<file path="src/rtl/risc_pkg.sv">
// Shared definitions for the RISC CPU subsystem: default widths, the loader
// state encoding, status bit positions and the halt opcode.
package risc_pkg;

    localparam int RISC_ADDR_W = 5;
    localparam int RISC_DATA_W = 8;

    localparam logic [2:0] OP_HLT = 3'b000;

    typedef enum logic [1:0] {
        LDR_IDLE = 2'd0,
        LDR_LOAD = 2'd1,
        LDR_RUN  = 2'd2,
        LDR_DONE = 2'd3
    } ldr_state_t;

    localparam int STAT_DONE    = 0;
    localparam int STAT_PASS    = 1;
    localparam int STAT_TIMEOUT = 2;
    localparam int STAT_BUSY    = 3;

endpackage

</file>
<file path="src/rtl/risc_run_timer.sv">
// Saturating 16-bit run-cycle counter with a terminal-count flag at TIMEOUT-1.
module risc_run_timer #(
    parameter int TIMEOUT = 2000
) (
    input  logic        clk,
    input  logic        rst,
    input  logic        i_clr,
    input  logic        i_en,
    output logic [15:0] o_count,
    output logic        o_tc
);

    localparam logic [15:0] TC_VALUE = 16'(TIMEOUT - 1);

    logic [15:0] r_count;

    always_ff @(posedge clk or negedge rst) begin
        if (!rst) begin
            r_count <= 16'd0;
        end else if (i_clr) begin
            r_count <= 16'd0;
        end else if (i_en && (r_count != 16'hFFFF)) begin
            r_count <= r_count + 16'd1;
        end
    end

    assign o_count = r_count;
    assign o_tc    = (r_count == TC_VALUE);

endmodule

</file>
<file path="src/rtl/risc_prog_loader.sv">
// Streams a program image into the CPU memory while holding the CPU in reset,
// then supervises the run until halt or timeout and reports pass/fail status.
//
// state | meaning
// IDLE  | waiting for start, CPU held in reset
// LOAD  | accepting image bytes, one memory write per handshake
// RUN   | first cycle drains the last write, then CPU released and timed
// DONE  | status held, CPU frozen in reset until the next start
module risc_prog_loader
    import risc_pkg::*;
#(
    parameter int ADDR_W  = RISC_ADDR_W,
    parameter int DATA_W  = RISC_DATA_W,
    parameter int TIMEOUT = 2000
) (
    input  logic              clk,
    input  logic              rst,
    input  logic              start,
    input  logic              s_valid,
    output logic              s_ready,
    input  logic [DATA_W-1:0] s_data,
    input  logic              s_last,
    output logic              mem_we,
    output logic [ADDR_W-1:0] mem_addr,
    output logic [DATA_W-1:0] mem_wdata,
    output logic              cpu_rst,
    input  logic              cpu_halt,
    input  logic [ADDR_W-1:0] cpu_pc,
    input  logic [ADDR_W-1:0] exp_pc,
    output logic              busy,
    output logic              done,
    output logic              pass,
    output logic              timeout,
    output logic [15:0]       run_cycles
);

    localparam logic [ADDR_W-1:0] ADDR_LAST = '1;

    ldr_state_t        r_state;
    logic [ADDR_W-1:0] r_addr;
    logic [ADDR_W-1:0] r_exp_pc;
    logic [ADDR_W-1:0] r_mem_addr;
    logic [DATA_W-1:0] r_mem_wdata;
    logic              r_mem_we;
    logic              r_cpu_rst;
    logic              r_busy;
    logic              r_done;
    logic              r_pass;
    logic              r_timeout;

    logic              w_hs;
    logic              w_start_ok;
    logic              w_run_active;
    logic              w_tmr_en;
    logic              w_tc;
    logic [15:0]       w_run_cycles;

    assign s_ready      = (r_state == LDR_LOAD);
    assign w_hs         = s_valid && s_ready;
    assign w_start_ok   = start && ((r_state == LDR_IDLE) || (r_state == LDR_DONE));
    // The CPU only runs once cpu_rst has dropped, i.e. from the second RUN cycle.
    assign w_run_active = (r_state == LDR_RUN) && !r_cpu_rst;
    assign w_tmr_en     = w_run_active && !cpu_halt && !w_tc;

    risc_run_timer #(
        .TIMEOUT (TIMEOUT)
    ) u_run_timer (
        .clk     (clk),
        .rst     (rst),
        .i_clr   (w_start_ok),
        .i_en    (w_tmr_en),
        .o_count (w_run_cycles),
        .o_tc    (w_tc)
    );

    always_ff @(posedge clk or negedge rst) begin
        if (!rst) begin
            r_state     <= LDR_IDLE;
            r_addr      <= '0;
            r_exp_pc    <= '0;
            r_mem_addr  <= '0;
            r_mem_wdata <= '0;
            r_mem_we    <= 1'b0;
            r_cpu_rst   <= 1'b1;
            r_busy      <= 1'b0;
            r_done      <= 1'b0;
            r_pass      <= 1'b0;
            r_timeout   <= 1'b0;
        end else begin
            r_mem_we <= 1'b0;
            case (r_state)
                LDR_IDLE, LDR_DONE: begin
                    if (start) begin
                        r_state   <= LDR_LOAD;
                        r_exp_pc  <= exp_pc;
                        r_addr    <= '0;
                        r_cpu_rst <= 1'b1;
                        r_busy    <= 1'b1;
                        r_done    <= 1'b0;
                        r_pass    <= 1'b0;
                        r_timeout <= 1'b0;
                    end
                end
                LDR_LOAD: begin
                    if (w_hs) begin
                        r_mem_we    <= 1'b1;
                        r_mem_addr  <= r_addr;
                        r_mem_wdata <= s_data;
                        r_addr      <= r_addr + 1'b1;
                        if (s_last || (r_addr == ADDR_LAST)) begin
                            r_state <= LDR_RUN;
                        end
                    end
                end
                LDR_RUN: begin
                    if (r_cpu_rst) begin
                        r_cpu_rst <= 1'b0;
                    end else if (cpu_halt) begin
                        r_state   <= LDR_DONE;
                        r_cpu_rst <= 1'b1;
                        r_busy    <= 1'b0;
                        r_done    <= 1'b1;
                        r_pass    <= (cpu_pc == r_exp_pc);
                    end else if (w_tc) begin
                        r_state   <= LDR_DONE;
                        r_cpu_rst <= 1'b1;
                        r_busy    <= 1'b0;
                        r_done    <= 1'b1;
                        r_timeout <= 1'b1;
                    end
                end
                default: r_state <= LDR_IDLE;
            endcase
        end
    end

    assign mem_we     = r_mem_we;
    assign mem_addr   = r_mem_addr;
    assign mem_wdata  = r_mem_wdata;
    assign cpu_rst    = r_cpu_rst;
    assign busy       = r_busy;
    assign done       = r_done;
    assign pass       = r_pass;
    assign timeout    = r_timeout;
    assign run_cycles = w_run_cycles;

endmodule
</file>
<file path="config.mk">
export PLATFORM = sky130hd
export DESIGN_NAME = risc_prog_loader
export DESIGN_NICKNAME = d
export VERILOG_FILES = /design/src/rtl/risc_pkg.sv /design/src/rtl/risc_run_timer.sv /design/src/rtl/risc_prog_loader.sv
export SDC_FILE = /design/constraint.sdc
export NUM_CORES = 1
export LEC_CHECK = 0
export ABC_AREA = 1
export CAP_MARGIN = 20
export CORE_MARGIN = 8
export CORE_UTILIZATION = 30
export DETAILED_ROUTE_END_ITERATION = 12
export GPL_ROUTABILITY_DRIVEN = 0
export PLACE_DENSITY_LB_ADDON = 0.3
export SKIP_LAST_GASP = 1
export SYNTH_ARGS = -nofsm -noshare
export SYNTH_HDL_FRONTEND = slang
export SYNTH_SLANG_ARGS = --single-unit
</file>
<file path="constraint.sdc">
create_clock -name clk -period 1.64 [get_ports clk]
set_input_delay 0.328 -clock clk [delete_from_list [all_inputs] [get_ports clk]]
set_output_delay 0.328 -clock clk [all_outputs]
set_load 0.05 [all_outputs]
</file>
==> flow_summary.toml, run 1 <==
[yosys]
synth_seq_cells = 47
synthTopCellsByArea = "dfrtp_1 45%, nand2_1 19%, nand3_1 5.7%, nor2_1 5.1%, inv_1 3.7%"
syn-mean-instance-area_um2 = 7.42
synthCells = 344
synth_common_cells = "128 x nand2_1, 46 x dfrtp_1, 35 x nor2_1"
synth_area_mm2 = 0.00255
ys_seq_area_share_pct = 46.1
synth_flop_cell = "dfrtp_1"
synth_fp_nets = 374
synth_edf_count = 0
synth_most_common_cell = "nand2_1"
async_reset_ff_share_pct = 100
yosys.area.top_type = "dfrtp_1"
ys_types = 32
ys_warn_count = 0
yosysTopAreaCellShare_pct = 45.1

[setup_path]
cp.arrival_ns = 1.77
crit_buf_inv = 1
critPathMaxStageDelay_ns = 0.40
crit_path_end_kind = "flip-flop"
worstPathMaxFanout = 4
crit_family = "simple AND/OR/NAND/NOR gates"
cp_num_cells = 9
reg2reg_to = "r_state[0]"
rrSetupSlack_ns = 0.07
crit_type = "reg -> reg"
critPathSlowestCell = "dfrtp_1"
critPathLaunch = "r_addr[0]"
r2r_start = "r_addr[0]"
cp.required_ns = 1.84
critical_path.cell_chain = "ha_2, inv_2, nor3_2, ha_2, nor3_2, nor2_2, nand3_2, nand2_1, nand2_1"
reg2reg_depth = 9
cp-endpoint = "r_state[0]"
startpoint_type = "flip-flop"

[timing]
fmax_mhz = 638
setup_violations = 0
rsz0062_at_grt = "yes"
slew_violations = 0
slew_headroom_pct = 71.9
period_needed_ns = 1.57
hold_violations = 0
post-route-period-util_pct = 95.5
fin_skew_ns = 0.0132
worstMarginPinSlew_ns = 0.421

[routing]
num_vias = 2526
drcViolationCount = 0
drt-pass1-iter-count = 4
avgViaCountPerCell = 4.63
antenna_left = 0
drt-total-wl_um = 7030
routedWlPerCell_um = 12.9
drt_iter0_drc = 74

[final_layout]
syn_to_final_growth_pct = 48.1
finalNonFillerCells = 546
fin_util_pct = 46.0
fin_nets = 470
seq_area_mm2 = 0.00118
drive_above_1_share_pct = 26.5
insertedDiodeCount = 0
multiInputGateArea_mm2 = 0.00126
fill_cells = 812

[clocking]
tritoncts = "done"
cts_buffers = 5
clockBufferDepth = 2
clk_latency_ns = 0.31
cts_sinks = 47
clk_pin_slew_worst_paths_ns = 0.09
root_buffer = "clkbuf_8"
cts.htree.levels = 2

[run_status]
run_status = "completed"

[power_and_ir_drop]
powerDensity_mw_per_mm2 = 1440
ir_drop_mv = 0.849
power_leakage_nw = 1.91

[die]
io_pins = 60
coreArea_mm2 = 0.00822
start_util_pct = 31.1
rows = 33
die-area_mm2 = 0.0117
die_x_um = 108
fp.dieH_um = 108

[global_routing]
grt_max_degree = 32
grt_pass1_vias = 2487
grt_pass1_wl_um = 11700
antenna_found_initial = 0
globalRoute.totalOverflow = 0
grt.total_usage_pct = 12.3

[min_path]
hp-class = "in -> async"

[run]
max_cap_violations = 0

[place]
io_buffers = 59
dp_hpwl_um = 5410
placed_cells = 530
==> cells by family after synthesis <==
group	synth area share, %
AO/OA/AOI/OAI	4.71
XOR/XNOR	2.40
adder cells (fa/ha/maj)	2.94
buffers and inverters	6.37
flip-flops	46.1
AND/OR/NAND/NOR	37.5
==> where the power goes <==
group          total [mW]  switching, mW  internal [mW]
Clock               0.704          0.405          0.299
Sequential           1.71          0.218           1.49
Combinational        3.03           1.94           1.08
==> cells in the final DEF (no fill, tap or decap), types with 2 or more instances in the layout <==
master,synthesis,final
buf_12,0,18
nor2_2,2,6
clkbuf_8,0,5
ha_1,6,3
dfrtp_2,0,5
nor2_1,35,32
dfrtp_1,46,41
nand2_1,128,126
nand2_2,3,5
nand3_2,1,2
buf_4,0,52
inv_1,25,24
a21oi_1,3,3
nand3_1,29,28
nor3_1,11,9
xor2_1,6,6
o21ai_1,5,5
nor3_2,1,3
clkdlybuf4s50_1,0,22
ha_2,0,2
o21ai_0,7,7
inv_2,10,11
nand4_1,8,8
==> how the worst min path moves through the flow <==
stage / startpoint / end / slack, ns / cells past startpoint
after global routing: busy / busy / 0.51 / 2
after global placement: rst / u_run_timer.o_count[2] / 0.28 / 1
final: rst / r_exp_pc[4] / 0.50 / 2
after floorplan: rst / busy / 0.03 / 0
after detailed placement: rst / r_exp_pc[1] / 0.29 / 1
after CTS: busy / busy / 0.50 / 2
==> layout make-up <==
cell class	instances	area share [%]
timing repair buffer	94	26.1
sequential	47	31.3
clock buffer	6	1.92
tap	105	3.47
multi-input combinational	257	33.4
clock inverter	2	0.331
inverter	35	3.47
==> state kept, by name, indices dropped and copies added (netlist names) <==
signal,count
u_run_timer.o_count,16
mem_wdata,8
mem_addr,5
r_addr,5
r_exp_pc,5
r_state,2
busy,1
cpu_rst,1
done,1
mem_we,1
pass,1
timeout,1
==> stage by stage <==
step                      setup TNS [ns]  power (mW)  worst slack, ns  area, um2  hold WS, ns
after floorplan                        0        3.57          0.00196       2560       0.0324
after global placement            -0.234        4.57          -0.0354       3590        0.284
after detailed placement          -0.949        4.62          -0.0842       3590        0.293
after CTS                              0        5.36           0.0224       3680        0.498
after global routing              -0.173        5.84          -0.0669       3780        0.515
final                                  0        5.44           0.0737       3780        0.495
==> what timing repair did <==
action                     4_1_cts  5_1_grt
resized for setup                0       14
setup endpoints to repair        0       23
hold buffers                     1        0
setup buffers                    0        6
hold endpoints to repair        16        0
==> metal layers <==
| metal | global-route usage, % | vias up | wire length (um) |
|---|---|---|---|
| met2 | 19.5 | 73 | 3180 |
| met4 | 3.47 | 0 | 89 |
| met5 | 0 | - | 0 |
| li1 | - | 1283 | - |
| met3 | 4.46 | 8 | 585 |
| met1 | 15.4 | 1162 | 3180 |
Note: power is estimated with default switching activity, not from simulation.
==> run 2: changes to the inputs <==
Settings changed: MAX_ROUTING_LAYER from default to met4.
==> flow_summary.toml, run 2 (synthesis results as in run 1) <==
[place]
io_buffers = 59
dp_hpwl_um = 5410
placed_cells = 530

[timing]
rsz0062_at_grt = "yes"
fin_skew_ns = 0.0124
finalSetupTns_ns = 0
setup_violations = 0
slew_headroom_pct = 72.0
worstMarginPinSlew_ns = 0.420
period_needed_ns = 1.57
slew_violations = 0
hold_violations = 0
fmax_mhz = 638
post-route-period-util_pct = 95.5

[clocking]
cts_buffers = 5
tritoncts = "done"
clk_latency_ns = 0.31
clk_pin_slew_worst_paths_ns = 0.09
cts.htree.levels = 2
clockBufferDepth = 2
root_buffer = "clkbuf_8"
cts_sinks = 47

[setup_path]
crit_type = "reg -> reg"
reg2reg_depth = 9
critPathMaxStageDelay_ns = 0.40
critPathSlowestCell = "dfrtp_1"
cp.required_ns = 1.84
crit_buf_inv = 1
crit_family = "simple AND/OR/NAND/NOR gates"
cp_num_cells = 9
startpoint_type = "flip-flop"
worstPathMaxFanout = 4
critical_path.cell_chain = "ha_2, inv_2, nor3_2, ha_2, nor3_2, nor2_2, nand3_2, nand2_1, nand2_1"
crit_path_end_kind = "flip-flop"
cp.arrival_ns = 1.77

[die]
fp.dieH_um = 108
rows = 33
die_x_um = 108
io_pins = 60
start_util_pct = 31.1
die-area_mm2 = 0.0117
coreArea_mm2 = 0.00822

[run]
max_cap_violations = 0

[routing]
routedWlPerCell_um = 12.9
antenna_left = 0
avgViaCountPerCell = 4.66
drt-total-wl_um = 7050
num_vias = 2544
drcViolationCount = 0
drt-pass1-iter-count = 4
drt_iter0_drc = 93

[power_and_ir_drop]
power_leakage_nw = 1.91
ir_drop_mv = 0.850
p_total_mw = 5.44
powerDensity_mw_per_mm2 = 1440

[global_routing]
antenna_found_initial = 0
globalRoute.totalOverflow = 0
grt.total_usage_pct = 12.7
grt_max_degree = 32
grt_pass1_vias = 2491
grt_pass1_wl_um = 11700

[min_path]
hp-class = "in -> async"

[final_layout]
insertedDiodeCount = 0
final_common_cell = "nand2_1"
final_cell_mix = "126 x nand2_1, 52 x buf_4, 41 x dfrtp_1, 32 x nor2_1, 28 x nand3_1"
drive_above_1_share_pct = 26.5
largest_reg_flops = 16
finalNonFillerCells = 546
fin_nets = 470
syn_to_final_growth_pct = 48.1

[run_status]
run_status = "completed"
## run 2: cell counts in the layout (fill, tap and decap cells not counted)
Identical to the previous run, type by type.
## run 2: worst paths after layout
check / from / endpoint / slack [ns]
max: r_addr[0] / r_state[0] / 0.07
min: rst / r_exp_pc[4] / 0.50
max reg2reg: r_addr[0] / r_state[0] / 0.07
min reg2reg: mem_wdata[2] / mem_wdata[2] / 0.50
max in group asynchronous: rst / cpu_rst / 0.57
min in group clk: mem_wdata[2] / mem_wdata[2] / 0.50
## run 2: stage by stage
| step | setup WS [ns] | hold slack [ns] | utilization [%] | instance area (um2) |
|---|---|---|---|---|
| floorplan | 0.00196 | 0.0324 | - | 2560 |
| global placement | -0.0354 | 0.284 | 43.7 | 3590 |
| detailed placement | -0.0842 | 0.293 | 43.7 | 3590 |
| CTS | 0.0224 | 0.498 | 44.8 | 3680 |
| global route | -0.0669 | 0.515 | 46.0 | 3780 |
| finish | 0.0737 | 0.495 | 46.0 | 3780 |
## run 2: layout make-up
type / instances / area [um2]
clock inverter: 2 / 12.5
sequential: 47 / 1180
multi-input combinational: 257 / 1260
inverter: 35 / 131
timing repair buffer: 94 / 986
clock buffer: 6 / 72.6
tap: 105 / 131
fill: 812 / 4440
## run 2: per-layer routing
metal | GRT usage (%) | wire length [um] | up-vias
li1 | - | - | 1282
met1 | 15.8 | 3230 | 1173
met2 | 19.6 | 3210 | 81
met3 | 3.69 | 517 | 8
met4 | 3.47 | 89 | 0
met5 | - | 0 | -
## run 2: repair_timing
action | in CTS | in global routing
hold buffers | 1 | 0
resized for setup | 0 | 14
buffers inserted | 0 | 6
endpoints found under the setup margin | 0 | 23
hold endpoints to repair | 16 | 0
## run 2: where the power goes
| part | leakage [nW] | switching (mW) | internal [mW] |
|---|---|---|---|
| Sequential | 0.612 | 0.218 | 1.49 |
| Combinational | 1.25 | 1.94 | 1.08 |
| Clock | 0.0412 | 0.406 | 0.299 |
